<file path="src/rtl/ga_pkg.sv">
// Types and constants shared by the GA parent-gene fetcher and the child-gene collector.
package ga_pkg;

   localparam int GENE_W_DEFAULT = 32;
   localparam int SKID_DEPTH     = 2;
   localparam int OCC_W          = 2;

   typedef enum logic [2:0] {
      S_IDLE,
      S_SETUP,
      S_FETCH,
      S_DRAIN,
      S_DONE
   } fetch_state_e;

   function automatic logic hs_fire(input logic valid, input logic ready);
      return valid & ready;
   endfunction

endpackage

</file>
<file path="src/rtl/gene_pair_skid.sv">
// Two-entry pair buffer; the head entry is a plain register so the stream outputs are glitch-free.
module gene_pair_skid
   import ga_pkg::*;
#(
   parameter int W = 65
) (
   input  logic             clk,
   input  logic             rst,
   input  logic             push_i,
   input  logic [W-1:0]     push_data_i,
   input  logic             pop_i,
   output logic [W-1:0]     head_data_o,
   output logic             head_valid_o,
   output logic [OCC_W-1:0] occ_o
);

   logic [W-1:0]     head_q;
   logic [W-1:0]     tail_q;
   logic [OCC_W-1:0] occ_q;

   always_ff @(posedge clk) begin
      if (!rst) begin
         head_q <= '0;
         tail_q <= '0;
         occ_q  <= '0;
      end else begin
         unique case (occ_q)
            2'd0: begin
               if (push_i) begin
                  head_q <= push_data_i;
                  occ_q  <= 2'd1;
               end
            end
            2'd1: begin
               if (push_i && pop_i) begin
                  head_q <= push_data_i;
               end else if (push_i) begin
                  tail_q <= push_data_i;
                  occ_q  <= 2'd2;
               end else if (pop_i) begin
                  occ_q  <= 2'd0;
               end
            end
            // Full: the producer never pushes here without a simultaneous pop.
            2'd2: begin
               if (pop_i) begin
                  head_q <= tail_q;
                  if (push_i) begin
                     tail_q <= push_data_i;
                  end else begin
                     occ_q <= 2'd1;
                  end
               end
            end
            default: occ_q <= '0;
         endcase
      end
   end

   assign head_data_o  = head_q;
   assign head_valid_o = (occ_q != '0);
   assign occ_o        = occ_q;

endmodule

</file>
<file path="src/rtl/gene_pair_fetch.sv">
// Fetches two parent genomes word by word over dual read ports and streams aligned gene pairs.
module gene_pair_fetch
   import ga_pkg::*;
#(
   parameter int GENE_W = GENE_W_DEFAULT,
   parameter int ADDR_W = 12,
   parameter int IDX_W  = 8,
   parameter int LEN_W  = 8
) (
   input  logic              clk,
   input  logic              rst,
   input  logic              start,
   input  logic [IDX_W-1:0]  parent_idx0,
   input  logic [IDX_W-1:0]  parent_idx1,
   input  logic [LEN_W-1:0]  genome_len,
   output logic              mem_rd_en0,
   output logic [ADDR_W-1:0] mem_addr0,
   input  logic [GENE_W-1:0] mem_rdata0,
   output logic              mem_rd_en1,
   output logic [ADDR_W-1:0] mem_addr1,
   input  logic [GENE_W-1:0] mem_rdata1,
   output logic [GENE_W-1:0] parent_gene0,
   output logic [GENE_W-1:0] parent_gene1,
   output logic              gene_valid,
   input  logic              gene_ready,
   output logic              gene_last,
   output logic              busy,
   output logic              done
);

   localparam int PAIR_W = 2 * GENE_W + 1;
   localparam logic [LEN_W-1:0] LEN_ONE = LEN_W'(1);

   fetch_state_e      state_q;
   logic [IDX_W-1:0]  idx0_q;
   logic [IDX_W-1:0]  idx1_q;
   logic [LEN_W-1:0]  len_q;
   logic [LEN_W-1:0]  word_q;
   logic [ADDR_W-1:0] base0_q;
   logic [ADDR_W-1:0] base1_q;
   logic              inflight_q;
   logic              inflight_last_q;
   logic              busy_q;
   logic              done_q;

   logic [OCC_W-1:0]  occ;
   logic [PAIR_W-1:0] head;
   logic              head_valid;
   logic              pop;
   logic [2:0]        credit;
   logic              issue;
   logic              issue_last;

   assign pop        = hs_fire(head_valid, gene_ready);
   // A pair leaving this cycle frees its slot, which keeps one read per cycle in steady state.
   assign credit     = 3'(occ) + 3'(inflight_q) - 3'(pop);
   assign issue      = (state_q == S_FETCH) && (credit < 3'd2);
   assign issue_last = (word_q == len_q - LEN_ONE);

   assign mem_rd_en0 = issue;
   assign mem_rd_en1 = issue;
   assign mem_addr0  = base0_q + ADDR_W'(word_q);
   assign mem_addr1  = base1_q + ADDR_W'(word_q);

   always_ff @(posedge clk) begin
      if (!rst) begin
         state_q         <= S_IDLE;
         idx0_q          <= '0;
         idx1_q          <= '0;
         len_q           <= '0;
         word_q          <= '0;
         base0_q         <= '0;
         base1_q         <= '0;
         inflight_q      <= 1'b0;
         inflight_last_q <= 1'b0;
         busy_q          <= 1'b0;
         done_q          <= 1'b0;
      end else begin
         inflight_q      <= issue;
         inflight_last_q <= issue && issue_last;
         done_q          <= 1'b0;
         unique case (state_q)
            S_IDLE: begin
               if (start) begin
                  idx0_q  <= parent_idx0;
                  idx1_q  <= parent_idx1;
                  len_q   <= genome_len;
                  busy_q  <= 1'b1;
                  state_q <= S_SETUP;
               end
            end
            S_SETUP: begin
               base0_q <= ADDR_W'(idx0_q) * ADDR_W'(len_q);
               base1_q <= ADDR_W'(idx1_q) * ADDR_W'(len_q);
               word_q  <= '0;
               if (len_q == '0) begin
                  busy_q  <= 1'b0;
                  done_q  <= 1'b1;
                  state_q <= S_DONE;
               end else begin
                  state_q <= S_FETCH;
               end
            end
            S_FETCH: begin
               if (issue) begin
                  word_q <= word_q + LEN_ONE;
                  if (issue_last) begin
                     state_q <= S_DRAIN;
                  end
               end
            end
            S_DRAIN: begin
               if (!inflight_q && (occ == '0 || (occ == OCC_W'(1) && pop))) begin
                  busy_q  <= 1'b0;
                  done_q  <= 1'b1;
                  state_q <= S_DONE;
               end
            end
            S_DONE:  state_q <= S_IDLE;
            default: state_q <= S_IDLE;
         endcase
      end
   end

   gene_pair_skid #(
      .W (PAIR_W)
   ) u_skid (
      .clk          (clk),
      .rst          (rst),
      .push_i       (inflight_q),
      .push_data_i  ({mem_rdata0, mem_rdata1, inflight_last_q}),
      .pop_i        (pop),
      .head_data_o  (head),
      .head_valid_o (head_valid),
      .occ_o        (occ)
   );

   assign parent_gene0 = head[PAIR_W-1 -: GENE_W];
   assign parent_gene1 = head[GENE_W -: GENE_W];
   assign gene_last    = head[0];
   assign gene_valid   = head_valid;
   assign busy         = busy_q;
   assign done         = done_q;

endmodule

</file>
<file path="config.mk">
export PLATFORM = sky130hd
export DESIGN_NAME = gene_pair_fetch
export DESIGN_NICKNAME = d
export VERILOG_FILES = /design/src/rtl/ga_pkg.sv /design/src/rtl/gene_pair_skid.sv /design/src/rtl/gene_pair_fetch.sv
export SDC_FILE = /design/constraint.sdc
export NUM_CORES = 1
export LEC_CHECK = 0
export ABC_AREA = 0
export CAP_MARGIN = 20
export CORE_MARGIN = 2
export CORE_UTILIZATION = 40
export CTS_BUF_LIST = sky130_fd_sc_hd__clkbuf_16
export DETAILED_ROUTE_END_ITERATION = 16
export PLACE_DENSITY = 0.62
export RECOVER_POWER = 25
export SETUP_SLACK_MARGIN = 0.3
export SLEW_MARGIN = 40
export SYNTH_ARGS = -nofsm -noshare
export SYNTH_HDL_FRONTEND = slang
export SYNTH_HIERARCHICAL = 1
export SYNTH_SLANG_ARGS = --single-unit
</file>
<file path="constraint.sdc">
create_clock -name clk -period 12.03 [get_ports clk]
set_clock_uncertainty 0.2 [all_clocks]
set_input_delay 2.406 -clock clk [delete_from_list [all_inputs] [get_ports clk]]
set_output_delay 2.406 -clock clk [all_outputs]
set_load 0.005 [all_outputs]
</file>
# Word level (Yosys, flattened, before mapping)
# Cells that the tools add are included.
dict set report totals {
  elab_cells 93
  regBits 195
}
dict set report op_classes {
  n_eq_ne 17
  n_bitwise 1
  mux 30
  n_mul 2
  n_lt_le_gt_ge 1
  add_sub_neg 6
  n_reduce_logical 22
}
# operator n
set op_table {}
lappend op_table {{$mux W65} 6}
lappend op_table {{$pmux W65 S3} 1}
lappend op_table {{$pmux W65 S2} 1}
lappend op_table {{$add A12 B8 Y12} 2}
lappend op_table {{$mul A8 B8 Y12} 2}
lappend op_table {{$ne A2 B2 Y1 const B} 9}
lappend op_table {{$pmux W8 S2} 1}
lappend op_table {{$mux W3} 5}
lappend op_table {{$mux W2} 6}
lappend op_table {{$pmux W3 S4} 1}
lappend op_table {{$reduce_and A4 Y1} 3}
lappend op_table {{$add A8 B1 Y8 const B} 1}
lappend op_table {{$eq A8 B8 Y1} 1}
lappend op_table {{$logic_not A8 Y1} 1}
lappend op_table {{$mux W8} 1}
lappend op_table {{$sub A8 B1 Y8 const B} 1}
lappend op_table {{$eq A3 B2 Y1 const B} 2}
lappend op_table {{$pmux W2 S3} 1}
lappend op_table {{$reduce_bool A2 Y1} 3}
lappend op_table {{$reduce_bool A3 Y1} 2}
lappend op_table {{$logic_and A1 B1 Y1} 5}
lappend op_table {{$mux W1} 5}
lappend op_table {{$reduce_and A5 Y1} 1}
lappend op_table {{$reduce_and A2 Y1} 2}
lappend op_table {{other kinds (16)} 16}

# Depth between registers and ports, before layout
# Gate-level depths: netlist (run 1).
dict set report logic_depth {
  ltp_word 7
  mapped_depth 18
  ltp_nobuf 16
}

# Modules after synthesis
# Netlist (run 1), hierarchy kept.
# module cells_each instances area_each_um2 seq_area_each_um2
set by_module_without_submodules {}
lappend by_module_without_submodules {gene_pair_fetch 862 1 7059.3 1261.2}
lappend by_module_without_submodules {gene_pair_skid 606 1 6153.4 2642.5}

# Worst setup path after synthesis (run 1)
# OpenSTA, ideal clock, no wires.
dict set report synth_timing {
  path_type {input to output}
  startpoint {input gene_ready}
  endpoint {output mem_rd_en1}
  t_arrival_ps 4023
  slack_ps 5401
  cell_stages 7
  t_required_ps 9424
  cell_sequence {nand2_1 > inv_1 > ha_1 > nor2b_1 > fa_1 > nor4b_4 > buf_4}
}
dict set report synth_between {
  elab_chain_cells 4
}
# element line
set synth_rtl {}
lappend synth_rtl {{start, declared} gene_pair_fetch.sv:25} ;# input logic gene_ready,
lappend synth_rtl {{$and A1 B1 Y1} ga_pkg.sv:17} ;# return valid & ready;
lappend synth_rtl {{named net pop} gene_pair_fetch.sv:49} ;# logic pop;
lappend synth_rtl {{$sub A3 B1 Y3} gene_pair_fetch.sv:56} ;# assign credit = 3'(occ) + 3'(inflight_q) - 3'(pop);
lappend synth_rtl {{$lt A3 B2 Y1} gene_pair_fetch.sv:57} ;# assign issue = (state_q == S_FETCH) && (credit < 3'd2);
lappend synth_rtl {{$logic_and A1 B1 Y1} gene_pair_fetch.sv:57}
lappend synth_rtl {{end, declared} gene_pair_fetch.sv:19} ;# output logic mem_rd_en1,
# The timed path passes the listed nets, and every way through them passes these cells.

==> impl_table.tex, run 1 <==
\begin{tabular}{lr}
\hline
Metric & Value \\
\hline
\multicolumn{2}{l}{\textbf{Floorplanning}} \\
Die span in x & 186 um \\
Floorplan row count & 66 \\
Boundary Pins & 186 \\
Die outline height & 186 um \\
Die Outline Area & 0.0345 mm2 \\
Initial core utilization & 40.6\% \\
Placeable Area & 0.0325 mm2 \\
\multicolumn{2}{l}{\textbf{Clock tree}} \\
Post\_cts resized & 0 \\
Clk\_lat worst skew & 0.44 ns \\
Cell at the root of the clock tree & clkbuf\_16 \\
Number of buffers added to fix hold violations after cts & 0 \\
CTS clk-pin slew, worst paths & 0.08 ns \\
Count of clock tree sinks & 195 \\
Number of clock buffers inserted by TritonCTS & 17 \\
Maximum number of buffers from clock root to sink & 2 \\
Buffers inserted during post-CTS setup optimization & 0 \\
\# H-tree levels & 4 \\
Clock tree from TritonCTS & done \\
\multicolumn{2}{l}{\textbf{Power and ir drop}} \\
IR Drop Worst-Case VDD & 99.2 uV \\
Leakage power & 0.00664 uW \\
Power Total & 1640 uW \\
Power density cells & 103 mW/mm2 \\
\multicolumn{2}{l}{\textbf{GRT}} \\
Vias in the first global route & 10,800 \\
Overall track demand over capacity in global routing & 19.7\% \\
Grt ovf & 0 \\
Antenna violations before repair & 4 \\
Pin count of the biggest net entering global routing & 104 \\
First-pass GRT wire length & 55.0 mm \\
\multicolumn{2}{l}{\textbf{Placement}} \\
Input/output buffers & 185 \\
Post-DP HPWL & 22.8 mm \\
Final GP Congestion & 0.795 \\
Area of placed instances & 0.0152 mm2 \\
\multicolumn{2}{l}{\textbf{Layout}} \\
Net total in the final layout & 1,804 \\
Area occupied by multi-input gates & 0.00837 mm2 \\
Post-route standard cell area excluding fillers & 0.0159 mm2 \\
Core occupancy in the finished layout & 48.8\% \\
Share of cells above drive strength 1 & 6.90\% \\
Most common cell after layout, fill and taps aside & nand2\_1 \\
Leading cell types in the layout, fill and taps excluded & nand2\_1 (253), dfxtp\_1 (195), clkdlybuf4s50\_1 (169) \\
Area growth from synthesis to layout & 20.2\% \\
FILL cells & 3,082 \\
Sequential cell area & 0.00390 mm2 \\
\multicolumn{2}{l}{\textbf{Logic synthesis}} \\
Count of synthesis-stage warnings from yosys & 6 \\
Synthesized area per cell & 9.00 um2 \\
Register area share after synthesis & 29.5\% \\
Number of distinct standard cells referenced by the synthesized netlist & 58 \\
Number of enable-type register cells in the synthesized netlist & 0 \\
Post-Syn Nets & 1,691 \\
Gate count after technology mapping & 1,468 \\
Share of flip-flops with an asynchronous set or reset & 0\% \\
Synth Flop Type & dfxtp\_1 \\
Cell area after synthesis & 0.0132 mm2 \\
Flip-flop and latch count after synthesis & 195 \\
\multicolumn{2}{l}{\textbf{Timing}} \\
TNS Setup & 0 ns \\
Slew Limit Headroom & -181\% \\
Final max-slew violation count & 203 \\
Final critical-path share of the clock period & 72.6\% \\
Final setup viols & 0 \\
Final period demand of the worst path & 8.74 ns \\
Maximum achievable frequency & 114 MHz \\
RSZ-0062 raised after global routing & false \\
Slew at the pin closest to its max-slew limit & 4.21 ns \\
Count of final hold-check violations & 0 \\
\multicolumn{2}{l}{\textbf{Worst setup path}} \\
Max Fanout on Critical Path & 103 \\
Required time worst endpoint & 12.18 ns \\
Crit path arrival time & 8.89 ns \\
Number of cells on the worst reg-to-reg path & 14 \\
Startpoint Class & primary input \\
Crit path kind & primary input to flop \\
Crit end category & flop \\
\multicolumn{2}{l}{\textbf{Drt}} \\
Initial DRT Pass Iterations & 6 \\
Via-per-instance ratio & 5.17 \\
Via count & 10,500 \\
Number of remaining DRC errors & 0 \\
Count of routing violations after the opening detailed-route iteration & 635 \\
DR WL/cell & 16.3 um \\
Routed wire length & 33.2 mm \\
Antenna violation net count after detailed routing & 0 \\
\multicolumn{2}{l}{\textbf{Job}} \\
Max-cap viol count & 2 \\
\multicolumn{2}{l}{\textbf{Min path}} \\
Number of cells traversed by the worst hold path & 2 \\
Tightest Hold Check Type & flop to flop \\
\multicolumn{2}{l}{\textbf{Run status}} \\
Status & complete, but fails checks \\
Violated checks & capacitance limit, slew limit \\
\hline
\end{tabular}
## critical path, cell delays in order
cell and delay (ns):
clkbuf_1 2.90, clkbuf_1 2.85, nand3_1 0.18, a211o_1 0.41, o211ai_1 0.09
## flip-flops by register name (all words and copies together) (netlist names)
register and cells:
u_skid/head_data_o 65, idx0_q 8, u_skid/occ_o 2, u_skid/tail_q 65, base1_q 12, base0_q 12
inflight_last_q 1, busy 1, inflight_q 1, word_q 8, state_q 3, len_q 8
idx1_q 8, done 1
## synthesized netlist by cell type, drive strengths merged (4+ instances only)
master / number / area [um2]
nor2: 27 / 101
xor2: 14 / 123
nor3: 12 / 65.1
a21boi: 41 / 308
nand4b: 4 / 35.0
nand2b: 9 / 56.3
nand3b: 5 / 37.5
a21o: 9 / 67.6
a21oi: 22 / 110
o311ai: 5 / 43.8
ha: 66 / 826
nor3b: 6 / 45.0
a211oi: 144 / 1330
clkbuf: 48 / 180
fa: 65 / 1300
o21ai: 24 / 124
nand4: 6 / 37.5
o211a: 4 / 40.0
mux2i: 132 / 1320
buf: 54 / 347
o211ai: 4 / 30.0
or2: 4 / 25.0
xnor2: 32 / 280
and2: 90 / 563
dfxtp: 195 / 3900
inv: 120 / 450
nand2: 253 / 950
nand3: 19 / 95.1
nor2b: 14 / 87.6
o21a: 8 / 60.1
## area by class of cell
class	count	share of cell area, %
Tap cell	442	3.48
Inverter	120	2.84
Multi-Input combinational cell	1051	52.8
Antenna cell	2	0.0315
Clock inverter	15	1.40
Clock buffer	17	2.68
Sequential cell	195	24.6
Timing Repair Buffer	196	12.2
## through the flow
stage / instances / hold WS [ns] / setup slack (ns)
finish: 2038 / 0.260 / 3.29
global route: 2036 / 0.277 / 2.41
CTS: 2036 / 0.258 / 4.10
detailed placement: 2004 / 0.247 / 4.10
global placement: 2003 / 0.242 / 4.20
floorplan: 1468 / 0.234 / 5.40
## routing by layer
metal	global-route usage [%]	vias up	wire length, um
met5	0	-	16
li1	-	5212	-
met3	5.09	43	1880
met1	25.6	5076	15400
met2	32.3	210	15100
met4	5.73	2	711
## power by group
part | total, uW | leakage [uW] | switching (uW) | internal (uW)
Sequential | 718 | 0.00158 | 42.8 | 675
Combinational | 305 | 0.00475 | 153 | 152
Clock | 619 | 0.000313 | 309 | 310
## final timing paths
kind | end | slack (ns) | start
min | u_skid/tail_q[28] | 0.26 | u_skid/tail_q[28]
max reg2reg | base0_q[10] | 7.16 | len_q[3]
min reg2reg | u_skid/tail_q[28] | 0.26 | u_skid/tail_q[28]
max | base1_q[9] | 3.29 | rst
## kinds of logic (layout without fill, tap and decap cells)
group | count (synthesis) | count (layout) | synth area share (%)
adders and majority gates | 131 | 131 | 16.1
muxes | 132 | 132 | 10.0
DFF | 195 | 195 | 29.5
AOI/OAI and AO/OA | 279 | 279 | 17.1
other | 0 | 2 | 0
and+or+nand+nor | 463 | 463 | 16.8
buffers and inverters | 222 | 348 | 7.40
xor gates and xnor gates | 46 | 46 | 3.05
No activity file was read; power rests on OpenSTA's default activity.
==> inputs of run 2 (changes only) <==
clock period = 8.2 ns   (was 12.03 ns; I/O delays follow)
==> run 2 against run 1 <==
The run still ends with capacitance limit, slew limit left; final cell count did not move; via count rose by 0.24%; die area did not move; clock-buffer cell count did not move; worst setup slack got worse by 1.4 ns; critical path type is now primary input to primary output.
==> impl_table.tex, run 2 (synthesis results as in run 1) <==
\begin{tabular}{lr}
\hline
Metric & Value \\
\hline
\multicolumn{2}{l}{\textbf{Clock tree}} \\
Cell at the root of the clock tree & clkbuf\_16 \\
Maximum number of buffers from clock root to sink & 2 \\
Number of clock buffers inserted by TritonCTS & 17 \\
Count of clock tree sinks & 195 \\
CTS clk-pin slew, worst paths & 0.08 ns \\
Number of buffers added to fix hold violations after cts & 0 \\
Clock tree from TritonCTS & done \\
\# H-tree levels & 4 \\
Clk\_lat worst skew & 0.44 ns \\
Post\_cts resized & 0 \\
Buffers inserted during post-CTS setup optimization & 0 \\
\multicolumn{2}{l}{\textbf{GRT}} \\
First-pass GRT wire length & 55.0 mm \\
Overall track demand over capacity in global routing & 19.8\% \\
Vias in the first global route & 10,700 \\
Grt ovf & 0 \\
Pin count of the biggest net entering global routing & 106 \\
Antenna violations before repair & 3 \\
\multicolumn{2}{l}{\textbf{Timing}} \\
Final period demand of the worst path & 6.30 ns \\
RSZ-0062 raised after global routing & false \\
Maximum achievable frequency & 159 MHz \\
Slew Limit Headroom & -152\% \\
Slew at the pin closest to its max-slew limit & 3.78 ns \\
TNS Setup & 0 ns \\
Count of final hold-check violations & 0 \\
Final worst setup slack & 1.90 ns \\
Final max-slew violation count & 97 \\
Final critical-path share of the clock period & 76.8\% \\
Final setup viols & 0 \\
\multicolumn{2}{l}{\textbf{Drt}} \\
Via count & 10,600 \\
DR WL/cell & 16.3 um \\
Count of routing violations after the opening detailed-route iteration & 483 \\
Initial DRT Pass Iterations & 5 \\
Antenna violation net count after detailed routing & 0 \\
Number of remaining DRC errors & 0 \\
Via-per-instance ratio & 5.19 \\
Routed wire length & 33.3 mm \\
\multicolumn{2}{l}{\textbf{Floorplanning}} \\
Floorplan row count & 66 \\
Die span in x & 186 um \\
Placeable Area & 0.0325 mm2 \\
Initial core utilization & 40.6\% \\
Boundary Pins & 186 \\
Die Outline Area & 0.0345 mm2 \\
Die outline height & 186 um \\
\multicolumn{2}{l}{\textbf{Placement}} \\
Final GP Congestion & 0.798 \\
Placement-stage worst setup slack & 1.85 ns \\
Post-DP HPWL & 22.7 mm \\
Input/output buffers & 185 \\
\multicolumn{2}{l}{\textbf{Worst setup path}} \\
Crit path kind & primary input to primary output \\
Max Fanout on Critical Path & 9 \\
Crit Reg-Reg Endpoint & base0\_q[10] \\
Crit end category & primary output \\
Startpoint of the most critical register-to-register path & len\_q[5] \\
Required time worst endpoint & 6.36 ns \\
Startpoint Class & primary input \\
Number of cells on the worst reg-to-reg path & 14 \\
Crit path arrival time & 4.46 ns \\
Reg-to-reg setup timing slack & 3.35 ns \\
\multicolumn{2}{l}{\textbf{Min path}} \\
Number of cells traversed by the worst hold path & 2 \\
Hold endpoint & u\_skid/tail\_q[4] \\
Tightest Hold Check Type & flop to flop \\
Hold Startpoint & u\_skid/tail\_q[4] \\
\multicolumn{2}{l}{\textbf{Layout}} \\
Area growth from synthesis to layout & 19.9\% \\
Net total in the final layout & 1,803 \\
FILL cells & 3,179 \\
Most common cell after layout, fill and taps aside & nand2\_1 \\
Leading cell types in the layout, fill and taps excluded & nand2\_1 (253), dfxtp\_1 (195), clkdlybuf4s50\_1 (148) \\
Share of cells above drive strength 1 & 6.91\% \\
\multicolumn{2}{l}{\textbf{Power and ir drop}} \\
Power density cells & 150 mW/mm2 \\
IR Drop Worst-Case VDD & 118 uV \\
Leakage power & 0.00669 uW \\
\multicolumn{2}{l}{\textbf{Run status}} \\
Status & complete, but fails checks \\
Violated checks & capacitance limit, slew limit \\
\multicolumn{2}{l}{\textbf{Job}} \\
Max-cap viol count & 1 \\
\hline
\end{tabular}
-- run 2: per-stage QoR --
step / power [uW] / util [%] / hold slack, ns / std cells / instance area [um2]
floorplan: 1330 / - / 0.234 / 1468 / 13200
global placement: 1510 / 46.7 / 0.241 / 2003 / 15200
detailed placement: 1520 / 46.8 / 0.246 / 2003 / 15200
CTS: 2400 / 48.7 / 0.261 / 2035 / 15800
global route: 2490 / 48.7 / 0.273 / 2035 / 15800
finish: 2370 / 48.7 / 0.259 / 2038 / 15800
-- run 2: worst max path at each step --
| stage | startpoint | endpoint | slack [ns] |
|---|---|---|---|
| 2_1_floorplan | gene_ready | mem_rd_en1 | 3.10 |
| 3_3_place_gp | gene_ready | mem_rd_en1 | 1.90 |
| 3_5_place_dp | gene_ready | mem_rd_en1 | 1.85 |
| 4_1_cts | gene_ready | mem_rd_en1 | 1.86 |
| 5_1_grt | gene_ready | mem_rd_en0 | 1.75 |
| 6_report | gene_ready | mem_rd_en1 | 1.90 |
-- run 2: per-layer routing --
metal | track usage, % | routed length [um] | vias to the layer above
met4 | 5.39 | 540 | 2
li1 | - | - | 5213
met3 | 4.81 | 1700 | 32
met2 | 32.5 | 15500 | 178
met1 | 25.8 | 15500 | 5143
met5 | 0 | 13 | -
-- run 2: critical path: stages --
cell and delay, ns:
clkdlybuf4s50_1 0.51, nand2_1 0.06, inv_1 0.19, ha_1 0.27, nor2b_1 0.14, fa_1 0.48
nor4b_4 0.56, clkdlybuf4s50_1 0.61
-- run 2: area by class of cell --
class                           instances  area [um2]  area share (%)
Clock inverter                         15         195            1.23
Multi-Input combinational cell       1051        8380            52.9
Antenna cell                            3        7.51          0.0474
Inverter                              120         450            2.84
Sequential cell                       195        3900            24.6
Timing Repair Buffer                  195        1920            12.1
Clock buffer                           17         425            2.69
Tap cell                              442         553            3.49
-- run 2: power breakdown --
group / internal (uW) / switching, uW
clock network: 421 / 453
logic: 219 / 223
registers: 991 / 62.6
